$ cat config.mk
export PLATFORM = sky130hd
export DESIGN_NAME = nbr_beat_splitter
export DESIGN_NICKNAME = d
export VERILOG_FILES = /design/src/rtl/gnn_beat_pkg.sv /design/src/rtl/nbr_beat_splitter.sv
export SDC_FILE = /design/constraint.sdc
export NUM_CORES = 1
export LEC_CHECK = 0
export BUFFER_PORTS_ARGS = -buffer_cell sky130_fd_sc_hd__buf_2
export CAP_MARGIN = 20
export CORE_MARGIN = 5
export CORE_UTILIZATION = 35
export CTS_CLUSTER_SIZE = 24
export DETAILED_ROUTE_END_ITERATION = 16
export PLACE_DENSITY_LB_ADDON = 0.15
export SYNTH_ARGS = -nofsm -noshare
export SYNTH_HDL_FRONTEND = slang
export SYNTH_SLANG_ARGS = --single-unit
$ cat constraint.sdc
create_clock -name clk -period 1.87 [get_ports clk]
set_input_delay 0.187 -clock clk [delete_from_list [all_inputs] [get_ports clk]]
set_output_delay 0.187 -clock clk [all_outputs]
set_load 0.05 [all_outputs]
$ cat src/rtl/gnn_beat_pkg.sv
// Shared definitions for the neighbour-list beat splitter and its downstream lane-mask decoder.
package gnn_beat_pkg;

    localparam int LANES      = 64;
    localparam int LANE_W     = 6;
    localparam int DEF_ID_W   = 16;
    localparam int DEF_ADDR_W = 32;

    typedef enum logic {
        ST_IDLE = 1'b0,
        ST_EMIT = 1'b1
    } state_t;

    typedef struct packed {
        logic              full;
        logic [LANE_W-1:0] cnt;
        logic              last;
    } beat_ctl_t;

    // Default-width view of a complete beat, as seen by the downstream decoder.
    typedef struct packed {
        logic [DEF_ID_W-1:0]   node;
        logic [DEF_ADDR_W-1:0] addr;
        logic                  full;
        logic [LANE_W-1:0]     cnt;
        logic                  first;
        logic                  last;
    } beat_t;

    // The caller supplies its own compares, so this stays independent of the degree width.
    function automatic beat_ctl_t calc_beat(input logic gt_lanes,
                                            input logic eq_lanes,
                                            input logic [LANE_W-1:0] low);
        beat_ctl_t b;
        if (gt_lanes) begin
            b.full = 1'b1;
            b.cnt  = '0;
            b.last = 1'b0;
        end else if (eq_lanes) begin
            b.full = 1'b1;
            b.cnt  = '0;
            b.last = 1'b1;
        end else begin
            b.full = 1'b0;
            b.cnt  = low;
            b.last = 1'b1;
        end
        return b;
    endfunction

endpackage

$ cat src/rtl/nbr_beat_splitter.sv
// Splits each node descriptor into beats of up to 64 lanes (full flag + tail count).
//   state   | meaning
//   IDLE    | no descriptor held, in_ready=1
//   EMIT    | presenting beats of the held descriptor
module nbr_beat_splitter
    import gnn_beat_pkg::*;
#(
    parameter int ID_W   = 16,
    parameter int DEG_W  = 16,
    parameter int ADDR_W = 32
) (
    input  logic              clk,
    input  logic              rst_n,
    input  logic              in_valid,
    output logic              in_ready,
    input  logic [ID_W-1:0]   in_node,
    input  logic [ADDR_W-1:0] in_base,
    input  logic [DEG_W-1:0]  in_deg,
    output logic              out_valid,
    input  logic              out_ready,
    output logic [ID_W-1:0]   out_node,
    output logic [ADDR_W-1:0] out_addr,
    output logic              out_full,
    output logic [LANE_W-1:0] out_cnt,
    output logic              out_first,
    output logic              out_last,
    output logic              busy
);

    state_t           state;
    logic [DEG_W-1:0] rem;
    logic [DEG_W-1:0] rem_next;
    beat_ctl_t        ctl_load;
    beat_ctl_t        ctl_next;
    logic             beat_acc;

    assign beat_acc = out_valid & out_ready;
    assign in_ready = (state == ST_IDLE) | ((state == ST_EMIT) & beat_acc & out_last);
    assign rem_next = rem - DEG_W'(LANES);
    assign ctl_load = calc_beat(in_deg > DEG_W'(LANES), in_deg == DEG_W'(LANES),
                                in_deg[LANE_W-1:0]);
    assign ctl_next = calc_beat(rem_next > DEG_W'(LANES), rem_next == DEG_W'(LANES),
                                rem_next[LANE_W-1:0]);

    always_ff @(posedge clk or negedge rst_n) begin
        if (!rst_n) begin
            state     <= ST_IDLE;
            rem       <= '0;
            out_valid <= 1'b0;
            out_node  <= '0;
            out_addr  <= '0;
            out_full  <= 1'b0;
            out_cnt   <= '0;
            out_first <= 1'b0;
            out_last  <= 1'b0;
            busy      <= 1'b0;
        end else begin
            case (state)
                ST_IDLE: begin
                    if (in_valid) begin
                        state     <= ST_EMIT;
                        rem       <= in_deg;
                        out_valid <= 1'b1;
                        out_node  <= in_node;
                        out_addr  <= in_base;
                        out_full  <= ctl_load.full;
                        out_cnt   <= ctl_load.cnt;
                        out_last  <= ctl_load.last;
                        out_first <= 1'b1;
                        busy      <= 1'b1;
                    end
                end
                ST_EMIT: begin
                    if (beat_acc) begin
                        if (!out_last) begin
                            rem       <= rem_next;
                            out_addr  <= out_addr + ADDR_W'(LANES);
                            out_full  <= ctl_next.full;
                            out_cnt   <= ctl_next.cnt;
                            out_last  <= ctl_next.last;
                            out_first <= 1'b0;
                        end else if (in_valid) begin
                            // Chain straight into the next node without an idle cycle.
                            rem       <= in_deg;
                            out_node  <= in_node;
                            out_addr  <= in_base;
                            out_full  <= ctl_load.full;
                            out_cnt   <= ctl_load.cnt;
                            out_last  <= ctl_load.last;
                            out_first <= 1'b1;
                        end else begin
                            state     <= ST_IDLE;
                            out_valid <= 1'b0;
                            busy      <= 1'b0;
                        end
                    end
                end
                default: state <= ST_IDLE;
            endcase
        end
    end

endmodule
# Word-level counts from Yosys, hierarchy flattened

Cells that the tools add are included.

Add/sub/neg operators: 2
Magnitude comparators: 2
Equality and inequality tests: 6
Mux-type cells: 42
Bitwise operators: 5
Reductions and logical operators: 3

Operators by type and width:

| operator                                             | count |
|---|---|
| two-way mux 16 bit                                   | 6 |
| two-way mux 32 bit                                   | 3 |
| case mux 16 bit (2 select lines)                     | 2 |
| case mux 32 bit (2 select lines)                     | 1 |
| adder 32 x 7 -> 32 bit (second input constant)       | 1 |
| == test 16 x 7 -> 1 bit (second input constant)      | 2 |
| > comparator 16 x 7 -> 1 bit (second input constant) | 2 |
| two-way mux 8 bit                                    | 4 |
| two-way mux 6 bit                                    | 3 |
| two-way mux 1 bit                                    | 17 |
| subtractor 16 x 7 -> 16 bit (second input constant)  | 1 |
| case mux 6 bit (2 select lines)                      | 1 |
| case mux 1 bit (2 select lines)                      | 5 |
| != test 2 bit (second input constant)                | 3 |
| AND reduction 2 bit                                  | 2 |
| AND reduction 4 bit                                  | 1 |
| AND 1 bit                                            | 3 |
| != test 2 x 1 -> 1 bit (second input constant)       | 1 |
| inverter 1 bit                                       | 1 |
| OR 1 bit                                             | 1 |

Register bits after elaboration: 75
Bits of input ports: 68
Output and inout port bits: 60

# Logic depth before layout (Yosys ltp)

Depth after elaboration: 7
Depth in mapped cells: 8

# Worst setup path before layout

Ideal clock, no wire load.

Path type: register -> register
From: register, netlist name busy
To: register out_addr[25]
Setup time: 0.124 ns
Data arrival time: 2.148 ns
Data required time: 1.746 ns
Path slack: -0.401 ns
Cell stages (with the launch flop): 6
Buffers on the path: 1
Cells stage by stage: dfrtp_1 -> a21boi_1 -> buf_2 -> nor2_1 -> a32o_1 -> a21oi_1

RTL lines:

| item                   | RTL line                | text |
|---|---|---|
| end signal: assignment | nbr_beat_splitter.sv:65 | `out_addr <= in_base;` |
| end signal: assignment | nbr_beat_splitter.sv:77 | `out_addr <= out_addr + ADDR_W'(LANES);` |
| end signal: assignment | nbr_beat_splitter.sv:86 | `out_addr <= in_base;` |
| end: declaration       | nbr_beat_splitter.sv:22 | `output logic [ADDR_W-1:0] out_addr,` |

# Worst setup path after layout

From: register state
To: output in_ready

Cells in the longest elaborated chain, start to end: 3
Elaborated cells on any way between the ends: 4

Ends and longest elaborated chain:

| item                     | RTL line                | text |
|---|---|---|
| start: declaration       | nbr_beat_splitter.sv:30 | `state_t state;` |
| start signal: assignment | nbr_beat_splitter.sv:47 | `state <= ST_IDLE;` |
| start signal: assignment | nbr_beat_splitter.sv:61 | `state <= ST_EMIT;` |
| start signal: assignment | nbr_beat_splitter.sv:92 | `state <= ST_IDLE;` |
| AND 1 bit (2 in series)  | nbr_beat_splitter.sv:38 | `assign in_ready = (state == ST_IDLE) \| ((state == ST_EMIT) & beat_acc & out_last);` |
| OR 1 bit (*)             | nbr_beat_splitter.sv:38 |  |
| end: declaration         | nbr_beat_splitter.sv:15 | `output logic in_ready,` |

Every way passes the cells marked *; elsewhere a longest branch is shown, timed or not.

==> results.md <==
* Worst r2r src: rem[7]
* Min-Delay Endpoint: out_addr[3]
* Flop-to-flop setup slack at roughly 0.10 ns
* Vias at between 4k and 5k
* Slew margin rel. at 0.6628
* Run status: complete, no violations
* CTS clk-pin slew, worst paths at around 0.060 ns
* Cells after synthesis at a little under 500
* Residual DRC at 0
* Ratio of cells with drive above 1 in the final layout at 0.3480
* Max Buffers Root-to-Sink at 2
* Routed Antenna Nets at 0
* Hold crit path type: input port to flop
* Dpl ws at around 0.054 ns
* Post-synth EDFFs at 0
* RSZ-0062 raised after global routing: yes
* Overflow after GRT at 0
* NetSw at roughly 2.2 mW
* Proportion of netlist area held by the largest area contributor at 0.4484
* DRT iter0 DRCs at roughly 270
* Final Max Slew Viols at 0
* Core Box Area at between 10000 and 15000 um^2
* Clock skew at 0.006862 ns
* WL final at about 14 mm
* GRT Total Usage at 0.1920
* Via density at approximately 5.4
* Fmax at about 560 MHz
* R2R Path End: out_full
* Setup TNS at 0 ns
* CTS tree: built
* Synth Flop Type: dfrtp_1
* Initial antenna violation count at 0
* Die area at approximately 14000 um^2
* VDD IR max at about 0.00074 V
* Worst-case reg-to-reg path depth at 7
* Syn Area/Cell at 8.647 um^2
* Die H at ~120 um
* Largest family of logic cells by synthesized area: simple AND/OR/NAND/NOR gates
* Tcrit/Tclk final at 0.9611
* Synthesized cell area at approximately 4200 um^2
* DP Wirelength at between 9 and 10 mm
* Antenna cells at 0
* Synth Area in Simple Gates at 0.2712
* Hold slack at 0.03334 ns
* P_leak at roughly 2.7 nW
* Drt pass-1 iters at 5
* Critical-path top delay cell: dfrtp_1
* Final worst slack at ~0.073 ns
* Logic gate share of total power at 0.305
* Cts bufs inserted at 9
* H-tree Lvls at 3
* Slew of the pin with the lowest slew margin at slightly above 0.5 ns
* Max FO, Critical Path at 8
* Top Ports at 128
* Sequential share of power at 0.337
* Int Power at around 4.2 mW
* Syn_nets at about 560
* Hold path startpoint: in_base[3]
* Mux share of post-synthesis cell area at 0.02152
* Compound-Gate Fraction of Synth Area at 0.1862
* Maxcap violations at 0
* CP arrival at between 1.5 and 2 ns
* FF+latch count, synth at 75
* Min Clock Period, post-route at ~1.8 ns
* Synth area leaders: dfrtp_1, nand2_1, a21oi_1
* Vias in the first global route at roughly 4.2k
* Pwr Density at between 1000 and 1500 nW/um^2
* Placer Congestion at 0.8520
* Warnings, synthesis at 0
* Clock Root Buffer: clkbuf_16
* Cell-by-cell trace of the critical path: nor2b_2 -> buf_4 -> nor2_4 -> buf_6
* Sinks on Clock Net at 75
* Sequential element share of the synthesized area at 0.4484
* Cell row count at 40
* Crit start category: flop
* Synth area leader: dfrtp_1
* Port Buf Inserts at about 130
* Worst hold path depth at 3
* Final hold vios at 0
* Switching share of power at 0.3454
* Post-layout nets at between 700 and 800
* Clk Latency, worst-skew pair at ~0.34 ns
* Xor/xnor share of the synthesized area at 0.01883
* Worst path max stage delay at 0.46 ns
* Clock power frac at 0.358
* WL per Instance at around 17 um
* Filler cells at ~1.1k
* WP data required at 1.68 ns
* Adder-cell share of the synthesized area at 0.01196
* Fraction of registers with async set/reset at 1.000
* Initial Util at 0.3528
* Crit end category: primary output
* # setup viols final at 0
* First-pass GRT wire length at roughly 22 mm
* Pin count of the biggest net entering global routing at 46
* Synth-to-Final Area Change at 36.59%
* Yosys cell types at around 70
* CP Class: flop to primary output
* Die width at 119.4 um
## flip-flops by register name (all words and copies together) (netlist names)
name / count
out_addr: 32
out_node: 16
rem: 16
out_cnt: 6
busy: 1
out_first: 1
out_full: 1
out_last: 1
state: 1
## cells by family after synthesis
| family | after synthesis |
|---|---|
| compound gates | 116 |
| buf+inv | 37 |
| flops | 75 |
| fa+ha+maj | 4 |
| mux | 9 |
| simple gates | 234 |
| xor+xnor | 9 |
## critical path, delay by kind of cell, from the launching register on
family / cells / cell delay [ns]
buf+inv: 2 / 0.36
simple gates: 2 / 0.44
flops: 1 / 0.46
## per-stage QoR
stage / cell area [um^2] / util / instances / power, mW
2_1_floorplan: 4212 / - / 484 / 3.465
3_3_place_gp: 5233 / 0.4411 / 767 / 4.014
3_5_place_dp: 5233 / 0.4411 / 767 / 4.049
4_1_cts: 5638 / 0.4753 / 784 / 6.358
5_1_grt: 5717 / 0.4820 / 785 / 6.678
6_report: 5717 / 0.4820 / 785 / 6.365
## routing by layer
layer / global-route usage / vias up / share of wire
met2: 0.3200 / 133 / 0.48
li1: - / 2022 / -
met5: 0 / - / 0
met4: 0.05870 / 0 / 0.014
met3: 0.05033 / 17 / 0.058
met1: 0.2442 / 2033 / 0.45
## synth_stat cells (3+ instances only)
cell type,n
o311ai_0,3
and4_1,3
nand3_1,15
o211ai_1,3
and3_1,4
o21ai_0,23
xnor2_1,5
nor4_2,3
a32oi_1,5
ha_1,4
dfrtp_1,75
and2_1,3
a22oi_1,13
inv_1,6
o2bb2ai_1,4
mux2i_1,9
nor4_1,5
o22ai_1,8
nand2_1,132
buf_2,14
a21oi_1,26
clkbuf_1,11
xor2_1,4
nor3_1,11
nor2_1,28
a31oi_1,3
o31ai_1,3
## how the worst max path moves through the flow
stage	end	start	cells past startpoint	slack, ns
4_1_cts	in_ready	state	4	0.009
3_5_place_dp	out_full	in_deg[9]	6	0.05
5_1_grt	out_addr[30]	out_addr[7]	6	-0.02
2_1_floorplan	out_addr[23]	out_last	7	-0.04
3_3_place_gp	out_addr[26]	out_addr[7]	6	0.07
6_report	in_ready	state	4	0.07
## power groups by stage
| stage | combinational, mW | clock [mW] | sequential, mW |
|---|---|---|---|
| after global routing | 2.10 | 2.40 | 2.19 |
| after detailed placement | 1.90 | 0 | 2.15 |
| after floorplan | 0.779 | 0 | 2.69 |
| final | 1.94 | 2.28 | 2.15 |
| after CTS | 1.90 | 2.33 | 2.13 |
| after global placement | 1.87 | 0 | 2.14 |
## layout by cell type (no fill, tap or decap), types with 3 or more instances in the layout
cell,Yosys,layout
and2_1,3,3
o2bb2ai_1,4,4
nor3_1,11,10
nor3_2,2,3
nand3_1,15,15
dfrtp_1,75,66
buf_12,0,4
o311ai_0,3,3
mux2i_1,9,9
nor4_1,5,3
a21oi_1,26,26
and4_1,3,3
o21ai_0,23,21
dfrtp_2,0,9
nand2_1,132,132
buf_2,14,125
o211ai_1,3,3
xor2_1,4,4
nor4_2,3,3
o21ai_1,2,4
xnor2_1,5,5
a31oi_1,3,3
a22oi_1,13,13
ha_1,4,3
o31ai_1,3,3
bufinv_16,0,5
and3_1,4,3
o22ai_1,8,8
inv_1,6,5
clkbuf_16,0,9
a32oi_1,5,5
nor4_4,1,3
nor2_1,28,27
buf_4,1,37
## final cells by class
| class | count | area [um^2] | area share |
|---|---|---|---|
| multi-input combinational | 372 | 2225 | 0.3891 |
| timing repair buffer | 168 | 1005 | 0.1757 |
| clock buffer | 9 | 225.2 | 0.03940 |
| tap | 147 | 183.9 | 0.03217 |
| sequential | 75 | 1888 | 0.3303 |
| clock inverter | 7 | 163.9 | 0.02867 |
| inverter | 7 | 26.28 | 0.004596 |
## what timing repair did
action,4_1_cts,5_1_grt
pin swaps,0,2
resized for setup,2,14
setup endpoints to repair,1,20
endpoints found under the hold margin,30,0
hold buffers,1,0
setup buffers,0,1
(Power assumes the default switching activity.)
